<file path="config.mk">
export PLATFORM = sky130hd
export DESIGN_NAME = dualport_ram_ctl_flat
export DESIGN_NICKNAME = d
export VERILOG_FILES = /design/src/rtl/dualport_ram_ctl_if.sv /design/src/rtl/dualport_ram_ctl.sv /design/src/flat_wrapper.sv
export SDC_FILE = /design/constraint.sdc
export NUM_CORES = 1
export LEC_CHECK = 0
export BUFFER_PORTS_ARGS = -buffer_cell sky130_fd_sc_hd__buf_2
export CORE_MARGIN = 1
export CORE_UTILIZATION = 45
export CTS_BUF_LIST = sky130_fd_sc_hd__clkbuf_8 sky130_fd_sc_hd__clkbuf_16
export CTS_CLUSTER_SIZE = 10
export DETAILED_ROUTE_END_ITERATION = 10
export GPL_TIMING_DRIVEN = 0
export PLACE_DENSITY = 0.71
export SLEW_MARGIN = 40
export SYNTH_ARGS = -nofsm -noshare
export SYNTH_HDL_FRONTEND = slang
export SYNTH_SLANG_ARGS = --single-unit
</file>
<file path="constraint.sdc">
create_clock -name clk -period 3.1 [get_ports clk]
set_input_delay 0.31 -clock clk [delete_from_list [all_inputs] [get_ports clk]]
set_output_delay 0.31 -clock clk [all_outputs]
set_load 0.005 [all_outputs]
</file>
<file path="src/rtl/dualport_ram_ctl_if.sv">
// Bus bundle for the two-port RAM controller: port A/B requests, read data,
// valid strobes, collision strobe and the ready flag.
interface dualport_ram_ctl_if #(
    parameter int DATA_W = 7,
    parameter int ADDR_W = 5
);
    logic              ready;
    logic              en_a, en_b;
    logic              rw_a, rw_b;
    logic [ADDR_W-1:0] address_a, address_b;
    logic [DATA_W-1:0] data_in_a, data_in_b;
    logic [DATA_W-1:0] data_out_a, data_out_b;
    logic              valid_a, valid_b;
    logic              collision;

    modport master (
        input  ready, data_out_a, data_out_b, valid_a, valid_b, collision,
        output en_a, en_b, rw_a, rw_b, address_a, address_b, data_in_a, data_in_b
    );

    modport slave (
        output ready, data_out_a, data_out_b, valid_a, valid_b, collision,
        input  en_a, en_b, rw_a, rw_b, address_a, address_b, data_in_a, data_in_b
    );
endinterface

</file>
<file path="src/rtl/dualport_ram_ctl.sv">
// Two-port single-clock RAM with post-reset clear sequencer, read-valid strobes
// and port-A-wins write collision arbitration.
module dualport_ram_ctl #(
    parameter int                DATA_W    = 7,
    parameter int                ADDR_W    = 5,
    parameter logic [DATA_W-1:0] CLEAR_VAL = '0
) (
    input logic              clk,
    input logic              reset,
    dualport_ram_ctl_if.slave bus
);
    localparam int              DEPTH = 1 << ADDR_W;
    localparam logic [ADDR_W:0] LAST  = (ADDR_W + 1)'(DEPTH - 1);

    typedef enum logic {CLEAR, RUN} state_t;

    state_t            state, state_nxt;
    logic [ADDR_W:0]   clr_cnt;
    logic [DATA_W-1:0] mem [DEPTH];

    // Index 0 is port A, index 1 is port B
    logic [1:0]             en, rw, we, rd, vld;
    logic [1:0][ADDR_W-1:0] addr;
    logic [1:0][DATA_W-1:0] din, dout;
    logic                   run, clr_we, clash, coll_q;

    assign en   = {bus.en_b, bus.en_a};
    assign rw   = {bus.rw_b, bus.rw_a};
    assign addr = {bus.address_b, bus.address_a};
    assign din  = {bus.data_in_b, bus.data_in_a};

    assign bus.ready      = run;
    assign bus.data_out_a = dout[0];
    assign bus.data_out_b = dout[1];
    assign bus.valid_a    = vld[0];
    assign bus.valid_b    = vld[1];
    assign bus.collision  = coll_q;

    always_ff @(posedge clk or posedge reset) begin
        if (reset) begin
            state   <= CLEAR;
            clr_cnt <= '0;
        end else begin
            state <= state_nxt;
            if (clr_we) clr_cnt <= clr_cnt + 1'b1;
        end
    end

    always_comb begin
        state_nxt = state;
        if (state == CLEAR && clr_cnt == LAST) state_nxt = RUN;
    end

    always_comb begin
        run    = (state == RUN);
        clr_we = (state == CLEAR);
        we     = '0;
        rd     = '0;
        for (int p = 0; p < 2; p++) begin
            we[p] = run & en[p] & rw[p];
            rd[p] = run & en[p] & ~rw[p];
        end
        // Same-address double write: A's data is kept, B's write is squashed
        clash = we[0] & we[1] & (addr[0] == addr[1]);
        we[1] = we[1] & ~clash;
    end

    always_ff @(posedge clk) begin
        if (clr_we) begin
            mem[clr_cnt[ADDR_W-1:0]] <= CLEAR_VAL;
        end else begin
            for (int p = 0; p < 2; p++)
                if (we[p]) mem[addr[p]] <= din[p];
        end
    end

    // Reads sample the array before this edge's writes land: read-before-write
    always_ff @(posedge clk or posedge reset) begin
        if (reset) begin
            dout   <= '0;
            vld    <= '0;
            coll_q <= 1'b0;
        end else begin
            vld    <= rd;
            coll_q <= clash;
            for (int p = 0; p < 2; p++)
                if (rd[p]) dout[p] <= mem[addr[p]];
        end
    end
endmodule

</file>
<file path="src/flat_wrapper.sv">
// flat-port wrapper written by rule: the top's interface ports become plain ports
module dualport_ram_ctl_flat 
#(
    parameter int                DATA_W    = 7,
    parameter int                ADDR_W    = 5,
    parameter logic [DATA_W-1:0] CLEAR_VAL = '0
)
  (clk, reset, bus_ready, bus_data_out_a, bus_data_out_b, bus_valid_a, bus_valid_b, bus_collision, bus_en_a, bus_en_b, bus_rw_a, bus_rw_b, bus_address_a, bus_address_b, bus_data_in_a, bus_data_in_b);
  dualport_ram_ctl_if #(.DATA_W(DATA_W), .ADDR_W(ADDR_W)) bus_i ();
  input logic clk;
  input logic reset;
  output wire logic [$bits(bus_i.ready)-1:0] bus_ready;
  output wire logic [$bits(bus_i.data_out_a)-1:0] bus_data_out_a;
  output wire logic [$bits(bus_i.data_out_b)-1:0] bus_data_out_b;
  output wire logic [$bits(bus_i.valid_a)-1:0] bus_valid_a;
  output wire logic [$bits(bus_i.valid_b)-1:0] bus_valid_b;
  output wire logic [$bits(bus_i.collision)-1:0] bus_collision;
  input wire logic [$bits(bus_i.en_a)-1:0] bus_en_a;
  input wire logic [$bits(bus_i.en_b)-1:0] bus_en_b;
  input wire logic [$bits(bus_i.rw_a)-1:0] bus_rw_a;
  input wire logic [$bits(bus_i.rw_b)-1:0] bus_rw_b;
  input wire logic [$bits(bus_i.address_a)-1:0] bus_address_a;
  input wire logic [$bits(bus_i.address_b)-1:0] bus_address_b;
  input wire logic [$bits(bus_i.data_in_a)-1:0] bus_data_in_a;
  input wire logic [$bits(bus_i.data_in_b)-1:0] bus_data_in_b;
  assign bus_ready = bus_i.ready;
  assign bus_data_out_a = bus_i.data_out_a;
  assign bus_data_out_b = bus_i.data_out_b;
  assign bus_valid_a = bus_i.valid_a;
  assign bus_valid_b = bus_i.valid_b;
  assign bus_collision = bus_i.collision;
  assign bus_i.en_a = bus_en_a;
  assign bus_i.en_b = bus_en_b;
  assign bus_i.rw_a = bus_rw_a;
  assign bus_i.rw_b = bus_rw_b;
  assign bus_i.address_a = bus_address_a;
  assign bus_i.address_b = bus_address_b;
  assign bus_i.data_in_a = bus_data_in_a;
  assign bus_i.data_in_b = bus_data_in_b;
  dualport_ram_ctl #(.DATA_W(DATA_W), .ADDR_W(ADDR_W), .CLEAR_VAL(CLEAR_VAL)) u_core (.clk(clk), .reset(reset), .bus(bus_i));
endmodule
</file>
==> results.tsv, run 1 <==
stage	metric	value	unit
status	status	finished, final reports clean	
global_routing	antenna_found_initial	2	
synthesis	synth_cell_type_count	58	
pwr	p_total	7.82	mW
finish	post-route-util	0.510	
synthesis	syn_nets	1127	
pwr	clkPwrFrac	0.398	
placed_design	placed_area	16100	um2
worst_setup_path	cp_cell_sequence	and3_1 -> clkbuf_1 -> and2_1 -> a21oi_1 -> a32oi_2 -> o21bai_2	
clock_tree	cts_htree_levels	1	
timing	setup_viol	0	
clock_tree	tritoncts	built	
clock_tree	clkSinkCount	248	
global_routing	grt_pass1_wl	81.5	mm
floorplanning	core_region_area	33400	um2
timing	period_minus_slack	3.07	ns
floorplanning	ios	48	
global_routing	grt_max_degree	25	
placed_design	dp_slack	-0.144	ns
detailed_routing	drc	0	
detailed_routing	dr_wl_met2	25.6	mm
worst_setup_path	cpPeakStageDelay	0.79	ns
synthesis	synth_async_sr_flop_share	0.0968	
timing	finalCritPeriodShare	0.990	
placed_design	dpl.hpwl	42.4	mm
clock_tree	clock_path_buffers	3	
global_routing	grt_pass1_vias	10931	
pwr	p_sw_frac	0.266	
floorplanning	chipHeight	186	um
clock_tree	cts-root-buf	clkbuf_16	
pwr	irDropWorstVdd	0.000396	V
timing	finalSetupTns	0	ns
detailed_routing	drt-initial-drc-count	1826	
detailed_routing	vias_per_cell	6.90	
timing	drv_slew	0	
finish	finish.instance_area	17100	um2
floorplanning	start_util	0.456	
synthesis	seq_area_frac_synth	0.481	
worst_setup_path	crit_family	compound AO/OA/AOI/OAI gates	
detailed_routing	dr_wl_met3	7.73	mm
synthesis	synth-main-ff-cell	edfxtp_1	
timing	worst_pin_slew	0.991	ns
finish	areaGrowthSynthToFinish	12.1	%
worst_setup_path	cp.arrival	3.30	ns
worst_setup_path	path_buf_inv	1	
worst_setup_path	cpMaxStageDelayCell	a32oi_2	
detailed_routing	first_pass_iters	6	
synthesis	synth-seq-cells	248	
finish	drive_above_1_share	0.397	
pwr	internal_power	5.75	mW
timing	slew_headroom	0.339	
floorplanning	die-area	34600	um2
detailed_routing	wl_met1	23.0	mm
timing	skew	0.0148	ns
global_routing	grt-ovfl-total	0	
worst_setup_path	crit_path_start_kind	register	
synthesis	synth_area	15200	um2
finish	fillers	2909	
pwr	p_seq_frac	0.472	
synthesis	syn_inst	1096	
flow_run	drv_cap	0	
synthesis	ys_warn_count	0	
finish	instances_no_fill	1647	
timing	fin_ws	0.0325	ns
detailed_routing	top_layer_used	met5	
synthesis	synth_edf_count	224	
clock_tree	worst_skew_pair.late_latency	0.57	ns
min_path	hp-class	in2reg	
worst_setup_path	path_class	reg2reg	
detailed_routing	ant_nets	0	
global_routing	grt_use_total	0.346	
timing	rsz0062_at_grt	no	
timing	fin_hold_ws	0.159	ns
detailed_routing	routed_wl	59.5	mm
timing	hold_viol	0	
worst_setup_path	cp_max_fo	9	
floorplanning	num_rows	67	
synthesis	avgSynthCellArea	13.9	um2
placed_design	dpl.cell_count	1597	
worst_setup_path	end_kind	register	
floorplanning	die_w	186	um
worst_setup_path	required	3.33	ns
placed_design	gp_congestion	1.05	
detailed_routing	wire_per_inst	36.1	um
pwr	power_frac_comb	0.129	
finish	fin_nets	1212	
clock_tree	cts.clk_slew.worst_paths	0.06	ns
clock_tree	cts_made_buffers	29	
pwr	p_leak	6.84	nW
worst_setup_path	rrSetupSlack	0.03	ns
finish	antenna_cells	0	
pwr	switchingPower	2.08	mW
timing	max_freq	0.326	GHz
placed_design	io_buffers	43	
pwr	power_density	458	nW/um2
detailed_routing	via_count	11364	
==> logic make-up after synthesis <==
group / after synthesis / synth area share
AOI/OAI and AO/OA: 164 / 0.0783
xor gates and xnor gates: 10 / 0.00575
adders and majority gates: 1 / 0.000821
buffers and inverters: 111 / 0.0377
DFF: 248 / 0.481
muxes: 408 / 0.342
and+or+nand+nor: 154 / 0.0549
==> cells in the mapped netlist, drive strengths merged, types with 2 or more instances <==
| cell type | number | area share |
|---|---|---|
| nor2 | 30 | 0.0074 |
| a41oi | 2 | 0.0011 |
| o41ai | 7 | 0.0040 |
| a31oi | 5 | 0.0021 |
| o21bai | 8 | 0.0039 |
| a22o | 16 | 0.0092 |
| nand3 | 13 | 0.0043 |
| a32oi | 9 | 0.0052 |
| edfxtp | 224 | 0.44 |
| xnor2 | 5 | 0.0029 |
| nand2b | 9 | 0.0037 |
| o21ai | 25 | 0.0082 |
| a21oi | 25 | 0.0094 |
| nor2b | 10 | 0.0041 |
| clkbuf | 69 | 0.017 |
| dfrtp | 24 | 0.039 |
| o22ai | 9 | 0.0037 |
| xor2 | 5 | 0.0029 |
| a221oi | 14 | 0.0080 |
| nand3b | 2 | 0.00099 |
| a2111oi | 3 | 0.0017 |
| buf | 37 | 0.019 |
| nand2 | 53 | 0.017 |
| mux2i | 132 | 0.087 |
| inv | 5 | 0.0012 |
| or2 | 2 | 0.00082 |
| mux2 | 227 | 0.18 |
| nand4 | 4 | 0.0016 |
| mux4 | 49 | 0.073 |
| a211oi | 3 | 0.0023 |
| and2 | 19 | 0.0080 |
| a22oi | 33 | 0.016 |
| nor3b | 2 | 0.00099 |
| nor3 | 4 | 0.0020 |
==> sequential cells by signal, indices dropped and copies added, names as in the netlist <==
register and flops:
u_core.mem 224, u_core.bus.ready 1, u_core.bus.data_out_a 7, u_core.bus.data_out_b 7, u_core.clr_cnt 6, u_core.vld 2, u_core.bus.collision 1
==> worst reg2reg max path: cells and delay by family, from the launching register on <==
kind / cells / cell delay, ns
buffers and inverters: 1 / 0.52
AND/OR/NAND/NOR: 2 / 0.49
AO/OA/AOI/OAI: 3 / 1.31
flip-flops: 1 / 0.42
==> path summary, 6_finish.rpt <==
check / from / end / cells past startpoint
max: u_core.bus.ready / u_core.mem[8][2] / 6
min: bus_data_in_b[3] / u_core.mem[4][3] / 2
max reg2reg: u_core.bus.ready / u_core.mem[8][2] / 6
min reg2reg: u_core.clr_cnt[5] / u_core.clr_cnt[5] / 1
max in group asynchronous: reset / u_core.bus.data_out_b[2] / 3
min in group asynchronous: reset / u_core.clr_cnt[1] / 3
==> repair_timing <==
action	in CTS	in global routing
endpoints found under the setup margin	47	58
cloned	0	0
pin swaps	0	0
resized for setup	7	9
setup buffers	0	0
hold endpoints to repair	24	0
hold buffers	1	0
==> layout make-up <==
class / instances / area (um2) / area share
Multi-Input combinational cell: 737 / 7490 / 0.439
Sequential cell: 248 / 7330 / 0.429
Clock buffer: 31 / 753 / 0.0441
Buffer: 106 / 574 / 0.0336
Tap cell: 448 / 561 / 0.0328
Timing Repair Buffer: 54 / 275 / 0.0161
Clock inverter: 18 / 72.6 / 0.00425
Inverter: 5 / 18.8 / 0.00110
==> layer usage <==
layer	global-route usage	up-vias
li1	-	4498
met2	0.518	936
met3	0.0967	202
met5	0	-
met1	0.467	5726
met4	0.152	2
==> power by group through the flow <==
stage / Combinational (mW) / Sequential [mW] / Clock (mW)
final: 1.01 / 3.70 / 3.12
after global routing: 1.03 / 3.70 / 3.21
after CTS: 0.961 / 3.70 / 3.10
after detailed placement: 0.954 / 3.76 / 0
after global placement: 0.938 / 3.76 / 0
after floorplan: 0.559 / 3.76 / 0
==> cell usage in the layout, fill, tap and decap left out, types with 9 or more instances in the layout <==
cell type  count
mux4_2        45
a221oi_1      14
inv_1         21
nand2b_1       9
a22oi_1       33
clkbuf_1      54
buf_6         12
buf_4         12
a22o_1        16
mux2_4        56
edfxtp_1     224
o21ai_2       17
buf_2         62
nand2_1       29
nand2_2       24
clkbuf_2      15
nor2b_1       10
and2_1        18
nor2_1        29
a21oi_1       22
mux2_2       171
mux2i_1      132
clkbuf_16     29
dfrtp_1       24
nand3_1       13
Power figures use the tool's default switching activity.
==> run 2: changes to the inputs <==
--- a/config.mk
+++ b/config.mk
@@ -5,14 +5,14 @@
 export SDC_FILE = /design/constraint.sdc
 export NUM_CORES = 1
 export LEC_CHECK = 0
-export BUFFER_PORTS_ARGS = -buffer_cell sky130_fd_sc_hd__buf_2
 export CORE_MARGIN = 1
 export CORE_UTILIZATION = 45
 export CTS_BUF_LIST = sky130_fd_sc_hd__clkbuf_8 sky130_fd_sc_hd__clkbuf_16
 export CTS_CLUSTER_SIZE = 10
 export DETAILED_ROUTE_END_ITERATION = 10
+export DONT_BUFFER_PORTS = 1
 export GPL_TIMING_DRIVEN = 0
-export PLACE_DENSITY = 0.71
+export PLACE_DENSITY = 0.7
 export SLEW_MARGIN = 40
 export SYNTH_ARGS = -nofsm -noshare
 export SYNTH_HDL_FRONTEND = slang
==> run 2 against run 1 <==
  * First-iteration DRC count fell by 11%
  * Combinational power fell by 6%
  * Largest power group unchanged
  * Sequential power hardly changed
  * Critical path depth fell by 1
  * Critical endpoint is now u_core.mem[11][3]
  * Clock skew about the same
==> results.tsv, run 2 (synthesized netlist as in run 1, its figures left out) <==
stage	metric	value	unit
clock_tree	cts_made_buffers	29	
timing	slew_headroom	0.381	
worst_setup_path	cp.arrival	3.15	ns
placed_design	dp_slack	-0.152	ns
global_routing	grt-ovfl-total	0	
placed_design	dpl.cell_count	1548	
floorplanning	ios	48	
finish	drive_above_1_share	0.376	
worst_setup_path	cp_max_fo	9	
flow_run	drv_cap	0	
placed_design	io_buffers	0	
finish	layout_commonest_cell	edfxtp_1	
clock_tree	tritoncts	built	
finish	fin_nets	1172	
timing	drv_slew	0	
global_routing	antenna_found_initial	0	
finish	instances_no_fill	1602	
status	status	finished, final reports clean	
detailed_routing	via_count	11199	
timing	finalCritPeriodShare	0.943	
worst_setup_path	startpoint	u_core.bus.ready	
detailed_routing	wire_per_inst	35.9	um
floorplanning	core_region_area	33400	um2
worst_setup_path	reg2reg_from	u_core.bus.ready	
timing	rsz0062_at_grt	no	
clock_tree	cts.clk_slew.worst_paths	0.06	ns
placed_design	gp_congestion	1.06	
global_routing	grt_pass1_vias	10763	
timing	finalSetupTns	0	ns
detailed_routing	drt-initial-drc-count	1628	
floorplanning	start_util	0.456	
finish	final_cell_mix	edfxtp_1 (224), mux2_2 (171), mux2i_1 (132), mux2_4 (56), clkbuf_1 (55)	
detailed_routing	ant_nets	0	
timing	hold_viol	0	
clock_tree	worst_skew_pair.late_latency	0.58	ns
detailed_routing	first_pass_iters	6	
floorplanning	die-area	34600	um2
finish	largest_register_ffs	224	
floorplanning	num_rows	67	
min_path	hp-class	in2reg	
pwr	p_total	7.74	mW
clock_tree	cts_htree_levels	1	
clock_tree	clock_path_buffers	3	
finish	areaGrowthSynthToFinish	12.0	%
pwr	p_leak	6.69	nW
floorplanning	chipHeight	186	um
timing	setup_viol	0	
floorplanning	die_w	186	um
worst_setup_path	path_class	reg2reg	
worst_setup_path	rrSetupSlack	0.18	ns
clock_tree	cts-root-buf	clkbuf_16	
timing	period_minus_slack	2.92	ns
detailed_routing	vias_per_cell	6.99	
timing	fin_hold_ws	0.0638	ns
pwr	power_density	454	nW/um2
min_path	hp-start	bus_rw_b	
detailed_routing	drc	0	
timing	fin_ws	0.177	ns
finish	antenna_cells	0	
detailed_routing	routed_wl	57.5	mm
worst_setup_path	end_kind	register	
timing	skew	0.0145	ns
pwr	irDropWorstVdd	0.000425	V
global_routing	grt_max_degree	25	
global_routing	grt_use_total	0.333	
timing	worst_pin_slew	0.928	ns
global_routing	grt_pass1_wl	78.5	mm
placed_design	dpl.hpwl	40.5	mm
clock_tree	clkSinkCount	248	
timing	max_freq	0.342	GHz
worst_setup_path	required	3.33	ns
worst_setup_path	crit_path_start_kind	register	
## run 2: timing repair
item / in CTS / in global routing
hold buffers: 8 / 0
endpoints found under the hold margin: 38 / 0
setup endpoints to repair: 161 / 196
gates resized for setup: 19 / 17
pin swaps: 0 / 0
buffers inserted: 0 / 0
## run 2: final cells by class
class	instances	area, um2
Clock buffer	31	753
Buffer	105	568
Fill cell	2811	16400
Inverter	5	18.8
Tap cell	448	561
Sequential cell	248	7330
Timing Repair Buffer	15	149
Multi-Input combinational cell	737	7630
Clock inverter	13	48.8
## run 2: where the power goes
part           total (mW)  internal (mW)  switching, mW
registers            3.71           3.68         0.0316
clock network        3.08           1.70           1.38
logic               0.951          0.339          0.612
total                7.74           5.71           2.02
## run 2: critical path: stages, from the launching register on
cell and delay (ns):
dfrtp_1 0.43, and3_1 0.53, and2_1 0.47, a21oi_2 0.16
a32oi_4 0.57, o21ai_1 0.40
## run 2: metrics by stage
step	utilization	instance area, um2
2_1_floorplan	-	15200
3_5_place_dp	0.476	15900
6_report	0.510	17100
4_1_cts	0.505	16900
5_1_grt	0.510	17100
3_3_place_gp	0.472	15800
## run 2: path summary, 6_finish.rpt
kind | to | cells past startpoint
worst min register to register | u_core.clr_cnt[5] | 1
min in group asynchronous | u_core.bus.ready | 2
worst max-delay path | u_core.mem[11][3] | 5
worst max register to register | u_core.mem[11][3] | 5
max in group asynchronous | u_core.vld[0] | 2
worst min-delay path | u_core.bus.data_out_b[4] | 3
## run 2: layer usage
layer / global-route usage / vias to the layer above / routed length [um]
li1: - / 4416 / -
met1: 0.425 / 5683 / 21000
met2: 0.497 / 897 / 24900
met3: 0.117 / 203 / 8000
met4: 0.174 / 0 / 3590
met5: 0 / - / 0
